===== src/rtl/set_less_unit.sv =====
// rtl/set_less_unit.sv - signed/unsigned less-than comparator with optional output register
module set_less_unit #(
    parameter int N               = 32,
    parameter bit REGISTER_OUTPUT = 1'b0
) (
    input  logic         i_Clock,
    input  logic         i_Reset,
    input  logic [N-1:0] i_A,
    input  logic [N-1:0] i_B,
    output logic [N-1:0] o_IsLess,
    output logic [N-1:0] o_IsLessUnsigned
);

    logic [N-1:0] b_inv;
    logic [N-1:0] diff;
    logic [N:0]   carry;
    logic         overflow;
    logic         lt;
    logic         ltu;

    assign b_inv = ~i_B;

    // Ripple carry chain computing A + ~B + 1; carry[0] supplies the +1.
    always_comb begin
        carry    = '0;
        diff     = '0;
        carry[0] = 1'b1;
        for (int i = 0; i < N; i++) begin
            diff[i]    = i_A[i] ^ b_inv[i] ^ carry[i];
            carry[i+1] = (i_A[i] & b_inv[i]) | (carry[i] & (i_A[i] ^ b_inv[i]));
        end
    end

    // Overflow only possible when operand signs differ and the result sign flips from A.
    always_comb begin
        overflow = (i_A[N-1] != i_B[N-1]) && (diff[N-1] != i_A[N-1]);
        ltu      = ~carry[N];
        lt       = diff[N-1] ^ overflow;
    end

    generate
        if (REGISTER_OUTPUT) begin : g_reg
            logic lt_q;
            logic ltu_q;

            // One-cycle output stage; reset forces both results to false.
            always_ff @(posedge i_Clock) begin
                if (i_Reset) begin
                    lt_q  <= 1'b0;
                    ltu_q <= 1'b0;
                end else begin
                    lt_q  <= lt;
                    ltu_q <= ltu;
                end
            end

            assign o_IsLess         = {{(N-1){1'b0}}, lt_q};
            assign o_IsLessUnsigned = {{(N-1){1'b0}}, ltu_q};
        end else begin : g_comb
            // Clock and reset are intentionally ignored in the combinational build.
            logic unused_ctrl;
            assign unused_ctrl      = i_Clock ^ i_Reset;
            assign o_IsLess         = {{(N-1){1'b0}}, lt};
            assign o_IsLessUnsigned = {{(N-1){1'b0}}, ltu};
        end
    endgenerate

endmodule


===== config.mk =====
export PLATFORM = sky130hd
export DESIGN_NAME = set_less_unit
export DESIGN_NICKNAME = d
export VERILOG_FILES = /design/src/rtl/set_less_unit.sv
export SDC_FILE = /design/constraint.sdc
export NUM_CORES = 1
export LEC_CHECK = 0
export CAP_MARGIN = 10
export CORE_MARGIN = 10
export CORE_UTILIZATION = 29
export DETAILED_ROUTE_END_ITERATION = 6
export PLACE_DENSITY_LB_ADDON = 0.12
export REMOVE_ABC_BUFFERS = 1
export SETUP_SLACK_MARGIN = 0.5
export SYNTH_ARGS = -nofsm -noshare
export SYNTH_HDL_FRONTEND = slang
export SYNTH_SLANG_ARGS = --single-unit
export TNS_END_PERCENT = 5

===== constraint.sdc =====
create_clock -name vclk -period 2.62
set_input_delay 0.524 -clock vclk [all_inputs]
set_output_delay 0.524 -clock vclk [all_outputs]
set_load 0.03 [all_outputs]

* After elaboration in Yosys (flattened, before gate mapping) *
Index checks and enable logic that the tools add are counted.

word-level totals
  register bits = 0
  bits of input ports = 66
  output and inout port bits = 64
  logic and storage cells = 134

operators by class
  eq/ne operators = 2
  bitwise operators = 131
  reductions and logical operators = 1

operators with widths
  cell               number
  $and 1x1->1        63
  $xor 1x1->1        34
  $not 32->32        1
  $or 1x1->1         32
  $ne 1x1->1         2
  $logic_and 1x1->1  1
  $not 1->1          1

* Logic depth before layout (Yosys ltp) *
Gate-level depths: netlist (run 1).

  depth after elaboration = 67
  gate-level depth with buffers = 9
  depth with buffers taken out = 8

* Worst setup path after synthesis (run 1) *
No wires, ideal clock.

  path kind = input to output
  start = input port i_B[10]
  end = output port o_IsLessUnsigned[0]
  data arrival time = 2.163 ns
  slack = -0.067 ns
  stages = 9
  buffers on the path = 1
  cell sequence = inv_1 -> ha_1 -> a21o_1 -> a2111oi_4 -> a221o_1 -> o2111ai_1 -> nand3_1 -> fa_1 -> buf_4

on the way
  word-level cells in the longest chain between the ends = 47
  elaborated cells on any way between the ends = 48
  those cells by class = bitwise (48)

RTL lines
  what               line  RTL
  from (decl)        9     input logic [N-1:0] i_B,
  $not 32->32 *      21    assign b_inv = ~i_B;
  $xor 1x1->1        30    carry[i+1] = (i_A[i] & b_inv[i]) | (carry[i] & (i_A[i] ^ b_inv[i]));
  $and 1x1->1        30
  $or 1x1->1 *       30
  $and 1x1->1 *      30
  $or 1x1->1 *       30
  $and 1x1->1 *      30
  $or 1x1->1 *       30
  [... 31 more ...]  -
  $or 1x1->1 *       30
  $and 1x1->1 *      30
  $or 1x1->1 *       30
  $and 1x1->1 *      30
  $or 1x1->1 *       30
  $and 1x1->1 *      30
  $or 1x1->1 *       30
  $not 1->1 *        37    ltu = ~carry[N];
  to (decl)          11    output logic [N-1:0] o_IsLessUnsigned

Every way passes the cells marked *; elsewhere a longest branch is shown, timed or not.

* Worst setup path in the final report (run 1) *
  start = input port i_B[21]
  end = output port o_IsLess[0]

on the way
  word-level cells in the longest chain between the ends = 26
  elaborated cells on any way between the ends = 27
  those cells by class = eq/ne (1); bitwise (25); reduce/logical (1)

RTL lines
  what               line  RTL
  $not 32->32 *      21
  $xor 1x1->1        30
  $and 1x1->1        30
  $or 1x1->1 *       30
  $and 1x1->1 *      30
  $or 1x1->1 *       30
  $and 1x1->1 *      30
  $or 1x1->1 *       30
  [... 10 more ...]  -
  $and 1x1->1 *      30
  $or 1x1->1 *       30
  $and 1x1->1 *      30
  $or 1x1->1 *       30
  $xor 1x1->1 *      29    diff[i] = i_A[i] ^ b_inv[i] ^ carry[i];
  $ne 1x1->1         36    overflow = (i_A[N-1] != i_B[N-1]) && (diff[N-1] != i_A[N-1]);
  $logic_and 1x1->1  36
  $xor 1x1->1 *      38    lt = diff[N-1] ^ overflow;
  to (decl)          10    output logic [N-1:0] o_IsLess,

Marked as above.

==> results of run 1 <==
## stage by stage
stage,worst slack (ps),TNS [ps],util,hold slack [ps]
global placement,-673,-1350,0.428,1880
CTS,-237,-468,0.495,1900
floorplan,-65.2,-130,-,1380
global route,-268,-515,0.498,1920
finish,-180,-358,0.498,1890
detailed placement,-682,-1360,0.428,1880
## power groups by stage
stage	combinational [mW]	clock, mW	sequential, mW
finish	0.436	0.0000000510	0
global route	0.480	0.0000000510	0
CTS	0.424	0	0
detailed placement	0.371	0	0
global placement	0.370	0	0
floorplan	0.232	0	0
## cells in the mapped netlist
library cell | count | share of area
conb_1 | 1 | 0.0028
o311a_1 | 1 | 0.0075
buf_4 | 64 | 0.36
o21a_1 | 4 | 0.022
o211ai_1 | 1 | 0.0056
nand2b_1 | 1 | 0.0047
o21ai_1 | 2 | 0.0075
a2111oi_2 | 2 | 0.022
and3_1 | 1 | 0.0047
a21o_1 | 4 | 0.022
nor2_1 | 1 | 0.0028
o2111ai_1 | 3 | 0.020
a2111oi_0 | 1 | 0.0065
a221o_1 | 1 | 0.0075
nand3_1 | 4 | 0.015
nor3_1 | 1 | 0.0037
a2111oi_4 | 2 | 0.041
nand2_1 | 2 | 0.0056
o21ai_0 | 1 | 0.0037
ha_1 | 30 | 0.28
fa_1 | 2 | 0.030
a221oi_4 | 1 | 0.020
inv_1 | 35 | 0.098
a21oi_1 | 2 | 0.0075
## path summary, 6_finish.rpt
check	start	to	slack (ps)	depth (start not counted)
setup / recovery	i_B[21]	o_IsLess[0]	-180	8
hold / removal	i_B[31]	o_IsLessUnsigned[0]	1890	3
## timing repair
| item | 4_1_cts | 5_1_grt |
|---|---|---|
| endpoints found under the setup margin | 2 | 2 |
| gates resized for setup | 153 | 30 |
| pin swaps | 38 | 25 |
| buffers inserted | 2 | 0 |
## kinds of logic after synthesis
kind of cell    after synthesis  share of synthesized area
fa+ha+maj                    32                      0.310
simple gates                 10                     0.0365
buf+inv                      99                      0.457
compound gates               25                      0.193
other cells                   1                    0.00280
## metal layers
metal,global-route usage,share of wire,up-vias
met5,0,0,-
met2,0.161,0.43,83
met4,0,0,0
li1,-,-,575
met1,0.115,0.43,471
met3,0.0381,0.15,0
## layout by cell type, fill, tap and decap left out, types with 2 or more instances in the layout
master,n
buf_2,2
conb_1,62
buf_6,12
clkbuf_2,11
buf_4,12
a2111oi_4,5
clkdlybuf4s50_1,12
ha_2,3
a21o_1,4
o21a_1,4
inv_4,3
nand3_2,2
nand3_1,2
clkdlybuf4s15_1,7
o21ai_1,2
o2111ai_2,2
nand2_1,2
fa_2,2
inv_2,15
ha_4,19
ha_1,8
dlygate4sd2_1,20
inv_1,17
dlymetal6s2s_1,3
## final cells by class
type | instances | share of cell area
diodes | 1 | 0.00114
inverters | 35 | 0.0632
multi-input cells | 129 | 0.591
well taps | 52 | 0.0296
repair buffers | 79 | 0.315
==> results.json, run 1 <==
{
  "crit_slowest_cell": "clkdlybuf4s50_1",
  "dpl.cell_count": 293,
  "failed_checks": "setup timing",
  "routed_via_density": 3.81,
  "cpPeakStageDelay_ps": 450,
  "timing.final.crit_share": 1.07,
  "arrival_ps": 2280,
  "placed_cell_area_um2": 1890,
  "rsz0062_at_grt": "yes",
  "grt_pass1_wl_um": 6300,
  "finalNonFillerCells": 296,
  "slew_viol_final": 0,
  "outcome": "complete, but fails checks",
  "p_per_area_nw_per_um2": 199,
  "wire_per_inst_um": 13.3,
  "fin_crit_ps": 2800,
  "postCtsHoldBufs": 0,
  "p_clk_frac": 0,
  "grt_pass1_vias": 1360,
  "power.share.sequential": 0,
  "drtIter0Drc": 3,
  "grtUsageTotal": 0.0944,
  "dpl.hpwl_um": 3460,
  "worst_ep_required_time_ps": 2100,
  "seqCellArea_um2": 0,
  "num_rows": 24,
  "worstSetupEndpointType": "output port",
  "avgSynthCellArea_um2": 8.02,
  "dieHeight_um": 87.9,
  "nets": 343,
  "ir_worst_vdd_uv": 102,
  "vias": 1129,
  "io-pin-count": 130,
  "p_leak_nw": 1.13,
  "die_w_um": 87.9,
  "ys_types": 24,
  "worstPathMaxFanout": 2,
  "synth_seq_area_share": 0,
  "cap_violations": 0,
  "clock_buffers": 0,
  "fp.dieArea_um2": 7730,
  "synth_area_um2": 1340,
  "n_fill_cell": 441,
  "gp_congestion": 0.719,
  "combPwrFrac": 1.000,
  "cp_cell_sequence": "clkdlybuf4s50_1 -> inv_1 -> ha_4 -> a2111oi_4 -> o2111ai_2 -> nand3_2 -> fa_2 -> buf_6",
  "finalHoldViolCount": 0,
  "antenna_found_initial": 1,
  "syn_inst": 167,
  "cp-start-kind": "primary input",
  "power.total_mw": 0.436,
  "nFlopsAndLatches": 0,
  "multi_input_area_um2": 1300,
  "fp.coreArea_um2": 4410,
  "gr-total-overflow": 0,
  "switchingPower_mw": 0.249,
  "swShare": 0.570,
  "drt_first_pass_iters": 2,
  "ant_nets": 0,
  "io_buffers": 66,
  "drive_above_1_share": 0.383,
  "worstSetupPathType": "in -> out",
  "critPathBufInv": 3,
  "cp_top_family": "buffers and inverters",
  "final_area_um2": 2200,
  "internal_power_mw": 0.187,
  "clock.fmax_mhz": 357,
  "setup_viol": 2,
  "ys_warn_count": 0,
  "routed_wl_um": 3950,
  "fin_ws_ps": -180,
  "hold_class": "in -> out",
  "start_util": 0.303,
  "grt_max_degree": 4,
  "area_growth_syn_to_layout_pct": 64.2,
  "route.detailed.drc": 0
}
Power figures use the tool's default switching activity.
==> run 2: changes to the inputs <==
ABC_AREA = 1   (was default)
SKIP_LAST_GASP = 1   (was default)
==> run 2 against run 1 <==
  * The run still ends with setup timing left
  * Sequential cell count is the same
  * Combinational power is 21% lower
  * Clock-buffer cell count unchanged
  * Critical endpoint unchanged
  * Highest routed layer unchanged
==> results.json, run 2 <==
{
  "crit_top_cell": "nand2_1",
  "wire_per_inst_um": 9.58,
  "yosysTopAreaCellShare": 0.353,
  "finalHoldViolCount": 0,
  "ys_types": 7,
  "grt_pass1_vias": 1068,
  "io-pin-count": 130,
  "rsz0062_at_grt": "yes",
  "layout_commonest_cell": "conb_1",
  "vias": 1115,
  "num_rows": 24,
  "holdWs_ps": 1890,
  "swShare": 0.597,
  "hold_class": "in -> out",
  "routed_wl_um": 3200,
  "worstPathMaxFanout": 2,
  "fp.dieArea_um2": 7840,
  "ys_warn_count": 0,
  "area_growth_syn_to_layout_pct": 39.8,
  "routed_via_density": 3.34,
  "dieHeight_um": 88.5,
  "combPwrFrac": 1.000,
  "p_per_area_nw_per_um2": 180,
  "synth_area_um2": 1360,
  "fin_ws_ps": -2400,
  "dpl.hpwl_um": 3070,
  "timing.final.crit_share": 1.92,
  "pre_cts_ws_ps": -2620,
  "power.share.sequential": 0,
  "gr-total-overflow": 0,
  "postCtsHoldBufs": 0,
  "grt_max_degree": 3,
  "clock_buffers": 0,
  "worstSetupPathType": "in -> out",
  "nets": 382,
  "finalNonFillerCells": 334,
  "io_buffers": 66,
  "die_w_um": 88.5,
  "switchingPower_mw": 0.205,
  "endpoint": "o_IsLess[0]",
  "nFlopsAndLatches": 0,
  "drt_first_pass_iters": 4,
  "ant_nets": 0,
  "gp_congestion": 0.704,
  "slew_viol_final": 0,
  "synth_top_cells_by_count": "64 x buf_4, 62 x inv_1, 59 x nand2_1",
  "syn_inst": 219,
  "outcome": "complete, but fails checks",
  "worst_ep_required_time_ps": 2100,
  "crit_slowest_cell": "clkdlybuf4s50_1",
  "failed_checks": "setup timing",
  "grt_pass1_wl_um": 4730,
  "power.total_mw": 0.343,
  "diodes": 0,
  "internal_power_mw": 0.138,
  "setup_tns_ps": -4780,
  "grtUsageTotal": 0.0705,
  "synth_area_leaders": "buf_4 35%, ha_1 28%, inv_1 17%",
  "ir_worst_vdd_uv": 97.6,
  "dpl.cell_count": 334,
  "arrival_ps": 4490,
  "yosys.area.top_type": "buf_4",
  "antenna_found_initial": 0,
  "drive_above_1_share": 0.0426,
  "drtIter0Drc": 6,
  "layout_common_cells": "62 x conb_1, 61 x inv_1, 57 x nand2_1, 55 x clkdlybuf4s50_1, 28 x ha_1",
  "fp.coreArea_um2": 4440,
  "avgSynthCellArea_um2": 6.22,
  "route.detailed.drc": 0,
  "p_clk_frac": 0,
  "p_leak_nw": 1.23,
  "cap_violations": 0,
  "clock.fmax_mhz": 199,
  "worstSetupEndpointType": "output port",
  "synth_seq_area_share": 0,
  "cpPeakStageDelay_ps": 400,
  "seqCellArea_um2": 0,
  "fin_crit_ps": 5020,
  "cp-start-kind": "primary input",
  "start_util": 0.307,
  "setup_viol": 2,
  "cp-startpoint": "i_A[4]",
  "yosysMostFrequentCell": "buf_4"
}
run 2: stage by stage:
| step | instance area (um^2) | utilization |
|---|---|---|
| 6_report | 1900 | 0.428 |
| 3_5_place_dp | 1830 | 0.412 |
| 2_1_floorplan | 1110 | - |
| 5_1_grt | 1900 | 0.428 |
| 3_3_place_gp | 1830 | 0.412 |
| 4_1_cts | 1840 | 0.415 |
run 2: area by class of cell:
type / count / area (um^2)
tap: 52 / 65.1
timing repair buffer: 66 / 683
fill: 479 / 2540
inverter: 62 / 235
multi-input combinational: 154 / 921
run 2: worst max-delay path: cells and delay by family:
kind / cells / cell delay, ps
AO/OA/AOI/OAI: 1 / 70
adder cells (fa/ha/maj): 2 / 620
buffers and inverters: 2 / 540
AND/OR/NAND/NOR: 52 / 2760
run 2: power by group through the flow:
stage               logic, mW  registers, mW  clock network, mW
floorplan               0.212              0                  0
global placement        0.328              0                  0
detailed placement      0.328              0                  0
CTS                     0.334              0                  0
global route            0.384              0                  0
finish                  0.343              0                  0
run 2: worst min-delay path by stage:
stage,start,cells after the start,to,slack (ps)
finish,i_B[31],3,o_IsLessUnsigned[0],1890
global route,i_B[31],3,o_IsLessUnsigned[0],1920
CTS,i_B[31],3,o_IsLessUnsigned[0],1890
detailed placement,i_B[31],3,o_IsLessUnsigned[0],1880
global placement,i_B[31],3,o_IsLessUnsigned[0],1880
floorplan,i_A[31],1,o_IsLess[0],1380
run 2: cell families (layout without fill, tap and decap cells):
group | Yosys count | after routing | share of synthesized area
other | 1 | 62 | 0.00275
buffers and inverters | 126 | 128 | 0.523
adders and majority gates | 32 | 32 | 0.305
and+or+nand+nor | 59 | 59 | 0.163
AOI/OAI and AO/OA | 1 | 1 | 0.00643
run 2: repair_timing:
action                     CTS  global route
resized for setup            4            21
pin swaps                    0            59
setup buffers                0             0
setup endpoints to repair    2             2
run 2: routing by layer:
metal,vias to the layer above,global-route usage,part of all wire
met4,0,0,0
met2,56,0.136,0.50
li1,623,-,-
met1,436,0.0688,0.35
met3,0,0.0377,0.15
met5,-,0,0
